===== config.mk =====
export PLATFORM = sky130hd
export DESIGN_NAME = branch_resolve_queue
export DESIGN_NICKNAME = d
export VERILOG_FILES = /design/src/rtl/branch_resolve_queue.sv
export SDC_FILE = /design/constraint.sdc
export NUM_CORES = 1
export LEC_CHECK = 0
export ABC_AREA = 1
export ABC_CLOCK_PERIOD_IN_PS = 7500
export CAP_MARGIN = 15
export CORE_UTILIZATION = 31
export DETAILED_ROUTE_END_ITERATION = 8
export PLACE_DENSITY = 0.6
export REMOVE_ABC_BUFFERS = 1
export SETUP_SLACK_MARGIN = 0.2
export SKIP_LAST_GASP = 1
export SYNTH_ARGS = -nofsm -noshare
export SYNTH_HDL_FRONTEND = slang
export SYNTH_SLANG_ARGS = --single-unit

===== constraint.sdc =====
create_clock -name clk -period 7.5 [get_ports clk]
set_input_delay 1.875 -clock clk [delete_from_list [all_inputs] [get_ports clk]]
set_output_delay 1.875 -clock clk [all_outputs]
set_load 0.1 [all_outputs]

===== src/rtl/branch_resolve_queue.sv =====
// rtl/branch_resolve_queue.sv - tagged circular queue of in-flight branches with out-of-order resolution
// Emits registered mispredict/redirect and BTB training pulses; rolls back the tail on mispredict.
module branch_resolve_queue #(
    parameter int DEPTH = 4,
    parameter int TAG_W = $clog2(DEPTH)
) (
    input  logic             clk,
    input  logic             rst,
    input  logic             flush,
    input  logic             alloc_valid,
    input  logic [31:0]      alloc_pc,
    input  logic [31:0]      alloc_pred_pc,
    output logic             alloc_ready,
    output logic [TAG_W-1:0] alloc_tag,
    input  logic             res_valid,
    input  logic [TAG_W-1:0] res_tag,
    input  logic             res_taken,
    input  logic [31:0]      res_target,
    output logic             mispredict,
    output logic [31:0]      redirect_pc,
    output logic             btb_upd_valid,
    output logic [31:0]      btb_upd_pc,
    output logic [31:0]      btb_upd_target,
    output logic             empty
);

    localparam logic [TAG_W:0] PTR_ONE = {{TAG_W{1'b0}}, 1'b1};

    logic [TAG_W:0]   head_q, head_d, tail_q, tail_d;
    logic [31:0]      pc_q   [DEPTH];
    logic [31:0]      pred_q [DEPTH];
    logic [DEPTH-1:0] live_q, live_d, done_q, done_d;

    logic        mis_q, mis_d;
    logic [31:0] redirect_q, redirect_d;
    logic        btb_valid_q, btb_valid_d;
    logic [31:0] btb_pc_q, btb_pc_d;
    logic [31:0] btb_tgt_q, btb_tgt_d;

    logic [TAG_W-1:0] head_idx, tail_idx, res_off;
    logic [TAG_W:0]   res_ptr;
    logic             full, retire, res_accept, res_mis, alloc_fire;
    logic [31:0]      res_pc, res_pred, actual;

    assign head_idx = head_q[TAG_W-1:0];
    assign tail_idx = tail_q[TAG_W-1:0];
    assign full     = (head_idx == tail_idx) && (head_q[TAG_W] != tail_q[TAG_W]);

    assign alloc_ready    = !full;
    assign alloc_tag      = tail_idx;
    assign empty          = (head_q == tail_q);
    assign mispredict     = mis_q;
    assign redirect_pc    = redirect_q;
    assign btb_upd_valid  = btb_valid_q;
    assign btb_upd_pc     = btb_pc_q;
    assign btb_upd_target = btb_tgt_q;

    assign res_pc     = pc_q[res_tag];
    assign res_pred   = pred_q[res_tag];
    assign actual     = res_taken ? res_target : res_pc + 32'd4;
    assign res_accept = res_valid && live_q[res_tag] && !done_q[res_tag];
    assign res_mis    = res_accept && (actual != res_pred);

    // Live entries sit in [head, tail), so the resolving tag's full pointer is head plus its age.
    assign res_off = res_tag - head_idx;
    assign res_ptr = head_q + {1'b0, res_off};

    assign retire     = live_q[head_idx] && done_q[head_idx];
    assign alloc_fire = alloc_valid && !full && !res_mis && !flush;

    always_comb begin
        head_d      = head_q;
        tail_d      = tail_q;
        live_d      = live_q;
        done_d      = done_q;
        mis_d       = 1'b0;
        redirect_d  = redirect_q;
        btb_valid_d = 1'b0;
        btb_pc_d    = btb_pc_q;
        btb_tgt_d   = btb_tgt_q;

        if (flush) begin
            head_d = '0;
            tail_d = '0;
            live_d = '0;
            done_d = '0;
        end else begin
            if (retire) begin
                live_d[head_idx] = 1'b0;
                head_d           = head_q + PTR_ONE;
            end
            if (res_accept) begin
                done_d[res_tag] = 1'b1;
                btb_valid_d     = 1'b1;
                btb_pc_d        = res_pc;
                btb_tgt_d       = actual;
                if (res_mis) begin
                    mis_d      = 1'b1;
                    redirect_d = actual;
                    tail_d     = res_ptr + PTR_ONE;
                    // Kill everything allocated after the mispredicted branch.
                    for (int i = 0; i < DEPTH; i++) begin
                        if ((TAG_W'(i) - head_idx) > res_off)
                            live_d[i] = 1'b0;
                    end
                end
            end
            if (alloc_fire) begin
                live_d[tail_idx] = 1'b1;
                done_d[tail_idx] = 1'b0;
                tail_d           = tail_q + PTR_ONE;
            end
        end
    end

    always_ff @(posedge clk) begin
        if (rst) begin
            head_q      <= '0;
            tail_q      <= '0;
            live_q      <= '0;
            done_q      <= '0;
            mis_q       <= 1'b0;
            redirect_q  <= '0;
            btb_valid_q <= 1'b0;
            btb_pc_q    <= '0;
            btb_tgt_q   <= '0;
        end else begin
            head_q      <= head_d;
            tail_q      <= tail_d;
            live_q      <= live_d;
            done_q      <= done_d;
            mis_q       <= mis_d;
            redirect_q  <= redirect_d;
            btb_valid_q <= btb_valid_d;
            btb_pc_q    <= btb_pc_d;
            btb_tgt_q   <= btb_tgt_d;
        end
    end

    always_ff @(posedge clk) begin
        if (!rst && alloc_fire) begin
            pc_q[tail_idx]   <= alloc_pc;
            pred_q[tail_idx] <= alloc_pred_pc;
        end
    end

endmodule

==> results of run 1 <==
[registers in the layout, summed over array words and instances (netlist names)]
register	count
pred_q	128
btb_upd_valid	1
tail_q	3
done_q	4
btb_upd_pc	32
head_q	3
redirect_pc	32
pc_q	128
live_q	4
btb_upd_target	32
mispredict	1
[cell usage after synthesis (3+ instances only)]
cell / number / area share, %
buf_4: 10 / 0.44
fa_1: 3 / 0.35
a22oi_1: 45 / 2.0
nand3b_1: 10 / 0.44
nor2_4: 9 / 0.60
or2_2: 25 / 0.92
nand3_1: 180 / 5.3
o21ai_0: 64 / 1.9
a21oi_1: 56 / 1.7
ha_1: 15 / 1.1
nor2_1: 118 / 2.6
a221oi_1: 12 / 0.62
xnor2_1: 3 / 0.16
buf_2: 20 / 0.59
o211ai_1: 15 / 0.67
nand4_1: 9 / 0.33
buf_6: 21 / 1.4
nand2_1: 582 / 13
xor2_1: 5 / 0.26
and2_1: 8 / 0.30
a31oi_1: 7 / 0.26
dfxtp_1: 112 / 13
inv_1: 115 / 2.5
nor2_2: 38 / 1.4
nand2_2: 10 / 0.37
o22ai_1: 6 / 0.22
buf_1: 6 / 0.13
edfxtp_1: 256 / 45
clkbuf_1: 29 / 0.64
[per-layer routing]
layer  track usage [%]  wire [um]  vias to the layer above
met1              25.3      23500                     6419
met3              4.21       3960                       93
met2              29.6      23500                      509
met5                 0         46                        -
met4              6.73       1580                        8
li1                  -          -                     6495
[worst max-delay path, stage by stage]
cell and delay, ps:
buf_2 650, inv_8 350, nand2_1 170, nand2_1 60, nand2_1 90, nand2_1 120, ha_1 220, inv_1 60
nor2_1 60, o21ai_0 260, o21ai_0 290, xnor2_1 220, nor2_1 130, nand3_1 130, nor3_2 370, nand3_2 210
nand2_4 200, nand3_1 190, nor2_4 490, buf_12 260
[final cells by class]
| cell class | instances | area share, % |
|---|---|---|
| clock inverter | 21 | 0.872 |
| tap | 696 | 4.16 |
| inverter | 120 | 2.21 |
| sequential | 368 | 47.4 |
| timing repair buffer | 229 | 11.1 |
| clock buffer | 56 | 5.50 |
| multi-input combinational | 1239 | 28.7 |
| antenna | 1 | 0.0119 |
[worst min-delay path by stage]
stage / from / end / depth (start not counted)
4_1_cts: redirect_pc[0]$_SDFFE_PP0P_ / redirect_pc[0]$_SDFFE_PP0P_ / 2
2_1_floorplan: head_q[2]$_SDFFE_PP0P_ / head_q[2]$_SDFFE_PP0P_ / 2
3_5_place_dp: redirect_pc[0]$_SDFFE_PP0P_ / redirect_pc[0]$_SDFFE_PP0P_ / 2
6_report: redirect_pc[0]$_SDFFE_PP0P_ / redirect_pc[0]$_SDFFE_PP0P_ / 2
5_1_grt: redirect_pc[0]$_SDFFE_PP0P_ / redirect_pc[0]$_SDFFE_PP0P_ / 2
3_3_place_gp: redirect_pc[18]$_SDFFE_PP0P_ / redirect_pc[18]$_SDFFE_PP0P_ / 2
[kinds of logic after synthesis]
group / after synthesis / synth area share [%]
XOR/XNOR: 8 / 0.414
flip-flops: 368 / 58.6
buffers and inverters: 207 / 6.03
AND/OR/NAND/NOR: 997 / 25.6
adder cells (fa/ha/maj): 18 / 1.46
AO/OA/AOI/OAI: 216 / 7.84
[power groups by stage]
stage	Sequential (uW)	Clock, uW	Combinational [uW]
after floorplan	2250	0	193
after global placement	2240	0	404
after detailed placement	2240	0	407
after CTS	2190	2030	408
after global routing	2190	2110	447
final	2190	1990	406
[stage by stage]
| stage | util [%] | power (uW) | instances |
|---|---|---|---|
| 2_1_floorplan | - | 2440 | 1727 |
| 3_3_place_gp | 36.4 | 2640 | 2652 |
| 3_5_place_dp | 36.4 | 2640 | 2652 |
| 4_1_cts | 38.9 | 4630 | 2729 |
| 5_1_grt | 38.9 | 4740 | 2729 |
| 6_report | 38.9 | 4590 | 2730 |
==> run metrics, run 1 <==
DRC=0; RR Endpoint=pc_q[2][13]$_DFFE_PP_; vias in the first global route=13000; crit path kind=in -> reg; Clock power frac=43.4%; first-pass GRT wire length=78.9 mm; total routed wirelength=52.5 mm; Leak=0.00826 uW; final worst slack=1270 ps; FILL cells=5232; Final Max Slew Viols=0; Synth Instances=1814; area occupied by multi-input gates=6020 sq um; worst-case reg-to-reg path depth=18; VDD IR max=153 uV; fmax=0.160 GHz; CTS root buf=clkbuf_16; Critical Path Source=res_tag[0]; Internal=3480 uW; nature of the critical path endpoint=flip-flop; Tmin final=6230 ps; Netlist cell types=47; NumNets Final=2122; cell row count=85; boundary pin count=206; Layout area overhead=23.8%; ys flop type=edfxtp_1; initial antenna violation count=5; Mapped Avg Cell Area=9.33 sq um; CP arrival=6500 ps; vias per inst=4.95; Post-DP Area=19600 sq um; Critical Path End=pc_q[2][13]$_DFFE_PP_; final setup vio count=0; commonest non-fill, non-tap cell in the layout=nand2_1; Die Span X=236 um; Min Hold Slack=478 ps; Worst Clk Skew=26.0 ps; CORE AREA=53900 sq um; register area share after synthesis=58.6%; RSZ-0062 raised after global routing=false; dpl ws=668 ps; register clock-pin slew on the reported worst setup and hold paths=60 ps; Sw Share=24.2%; Starting DRT DRC Count=1237; Sink Count=368; Routed wire per std cell=19.2 um; FF/Latch Area=9930 sq um; R2R setup slack=3330 ps; crit path max fanout=73; largest net degree at the start of global routing=74; Hold Vio Cnt, Final=0; HPWL after DPL=36.2 mm; power share of the sequential group=47.8%; Max Cap Viol=0; First-pass DRT Iterations=8; post-route clock period utilization=83.1%; status=finished clean; combinational power share=8.8%; CTS-repair resized insts=0; Synth Warn #=0; final instance area=21000 sq um; P_sw=1110 uW; hold crit path type=reg -> reg; Critical R2R Launch=pc_q[0][3]$_DFFE_PP_; Starting Density=31.4%; commonest non-fill, non-tap cells in the layout=nand2_1, edfxtp_1, clkdlybuf4s50_1, nand3_1; Die Height=236 um; All-Layer GR Usage=18.8%; ys async rst share=0%; Routed Antenna Nets=0; GRT overflow=0; Mapped Area=16900 sq um; Critical Path Start Type=primary input; Die ar.=55600 sq um; Port Buf Inserts=205; clk buf depth=3; via count=13500; Slew Limit Headroom=31.8%; setup TNS=0 ps; routability cong.=0.898; Synth Register Bits=368; post-CTS setup buffer count=0; EDFF count, synth=256; CTS tree=yes; share of cells above drive strength 1=9.39%; worst endpoint required time=7760 ps; pwr dens=219 nW/um^2; TritonCTS buffer count=42; Tightest Pin Transition=1020 ps; worst-skew pair later-pin latency=570 ps; depth of the CTS H-tree=2; Post-CTS Hold Buffers=0
No activity file was read; power rests on OpenSTA's default activity.
==> run 2: changes to the inputs <==
--- a/config.mk
+++ b/config.mk
@@ -6,7 +6,7 @@
 export NUM_CORES = 1
 export LEC_CHECK = 0
 export ABC_AREA = 1
-export ABC_CLOCK_PERIOD_IN_PS = 7500
+export ABC_CLOCK_PERIOD_IN_PS = 5400
 export CAP_MARGIN = 15
 export CORE_UTILIZATION = 31
 export DETAILED_ROUTE_END_ITERATION = 8
==> constraint.sdc (replaced) <==
create_clock -name clk -period 5.4 [get_ports clk]
set_input_delay 1.35 -clock clk [delete_from_list [all_inputs] [get_ports clk]]
set_output_delay 1.35 -clock clk [all_outputs]
set_load 0.1 [all_outputs]
==> run metrics, run 2 (same netlist as run 1, synthesis figures left out) <==
boundary pin count=206; Critical Path Start Type=primary input; routability cong.=0.930; Tmin final=4880 ps; pwr dens=303 nW/um^2; CP arrival=5120 ps; Leak=0.00853 uW; Antenna diodes=0; Starting DRT DRC Count=1203; VDD IR max=216 uV; clk buf depth=3; Tightest Pin Transition=1040 ps; Routed wire per std cell=19.4 um; Final Total Pwr=6490 uW; Port Buf Inserts=205; Largest regs=pc_q x128, pred_q x128; CTS tree=yes; Max Cap Viol=0; CTS root buf=clkbuf_16; status=finished clean; Min Hold Slack=482 ps; crit path kind=in -> reg; crit path max fanout=32; hold crit path type=reg -> reg; depth of the CTS H-tree=2; cell row count=85; CORE AREA=53900 sq um; Sink Count=368; fmax=0.205 GHz; worst endpoint required time=5640 ps; All-Layer GR Usage=19.3%; worst-skew pair later-pin latency=580 ps; RSZ-0062 raised after global routing=false; Worst Clk Skew=30.9 ps; vias in the first global route=13300; first-pass GRT wire length=81.0 mm; CP dominant cell by count=nand2_1; HPWL after DPL=38.1 mm; Final Max Slew Viols=0; register clock-pin slew on the reported worst setup and hold paths=50 ps; largest net degree at the start of global routing=116; DRC=0; Post-CTS Hold Buffers=0; via count=13700; post-CTS setup buffer count=0; Starting Density=31.4%; CTS-repair resized insts=0; final instance area=21400 sq um; TritonCTS buffer count=43; ordered cell list for the critical path=buf_2 > buf_4 > nand2_1 > nand2_1 > nand2_1 > nand2_1 > nand2_1 > nor2_1 > nand2_1 > nor2_4 > nand3_1 > nand3_1 > nand2_1 > nand2_1 > nand2_1 > nor2_1 > nand2_1 > nor2_2 > nand3_2 > nand2_4 > nand3_1 > nor2_4 > buf_12; GRT overflow=0; Hold Path Depth=2; commonest non-fill, non-tap cell in the layout=nand2_1; CP max stage delay=430 ps; First-pass DRT Iterations=7; vias per inst=4.92; nature of the critical path endpoint=flip-flop; Die Span X=236 um; share of cells above drive strength 1=11.6%; NumNets Final=2172; commonest non-fill, non-tap cells in the layout=nand2_1, edfxtp_1, clkdlybuf4s50_1, nand3_1; Slew Limit Headroom=30.9%; final setup vio count=0; post-route clock period utilization=90.4%; Die ar.=55600 sq um; initial antenna violation count=7; Layout area overhead=26.6%; slowest CP cell=buf_2; Hold Vio Cnt, Final=0; final core occ=39.8%; worst-case reg-to-reg path depth=22; Routed Antenna Nets=0; Die Height=236 um; Post-DP Area=20100 sq um; total routed wirelength=53.9 mm
## run 2: layout make-up
type,count,area [sq um]
clock buffer,63,1240
timing repair buffer,278,2780
tap,696,871
inverter,120,463
clock inverter,17,140
fill,5235,32500
sequential,368,9930
multi-input combinational,1239,6020
## run 2: final timing paths
path                                              startpoint                      endpoint  slack [ps]
worst max-delay path                              res_tag[0]         pc_q[3][27]$_DFFE_PP_         520
worst min-delay path            redirect_pc[21]$_SDFFE_PP0P_  redirect_pc[21]$_SDFFE_PP0P_         480
worst max register to register          pc_q[1][3]$_DFFE_PP_         pc_q[3][27]$_DFFE_PP_        1620
worst min register to register  redirect_pc[21]$_SDFFE_PP0P_  redirect_pc[21]$_SDFFE_PP0P_         480
## run 2: worst max-delay path, delay by kind of cell
kind / cells / cell delay (ps)
buffers and inverters: 3 / 1020
and+or+nand+nor: 20 / 2680
## run 2: per-layer routing
metal / up-vias / GRT usage [%] / wire, um
met3: 95 / 3.90 / 3540
met1: 6517 / 25.5 / 23900
met4: 14 / 6.18 / 1470
met5: - / 0 / 94
met2: 456 / 31.5 / 24900
li1: 6588 / - / -
## run 2: per-stage QoR
stage | TNS, ps | std cells | setup slack (ps)
2_1_floorplan | -711090 | 1727 | -2660
3_3_place_gp | 0 | 2701 | 20.2
3_5_place_dp | 0 | 2701 | 16.5
4_1_cts | 0 | 2781 | 610
5_1_grt | 0 | 2781 | 234
6_report | 0 | 2781 | 518
## run 2: power by group
part / switching [uW] / internal [uW]
Clock: 1190 / 1650
Sequential: 8.07 / 3040
Combinational: 389 / 216
==> run 3: changes to the inputs <==
--- a/config.mk
+++ b/config.mk
@@ -10,6 +10,7 @@
 export CAP_MARGIN = 15
 export CORE_UTILIZATION = 31
 export DETAILED_ROUTE_END_ITERATION = 8
+export HOLD_SLACK_MARGIN = 0.1
 export PLACE_DENSITY = 0.6
 export REMOVE_ABC_BUFFERS = 1
 export SETUP_SLACK_MARGIN = 0.2
==> results of run 3 <==
No change in the layout: final DEF, timing and power equal those of run 2.
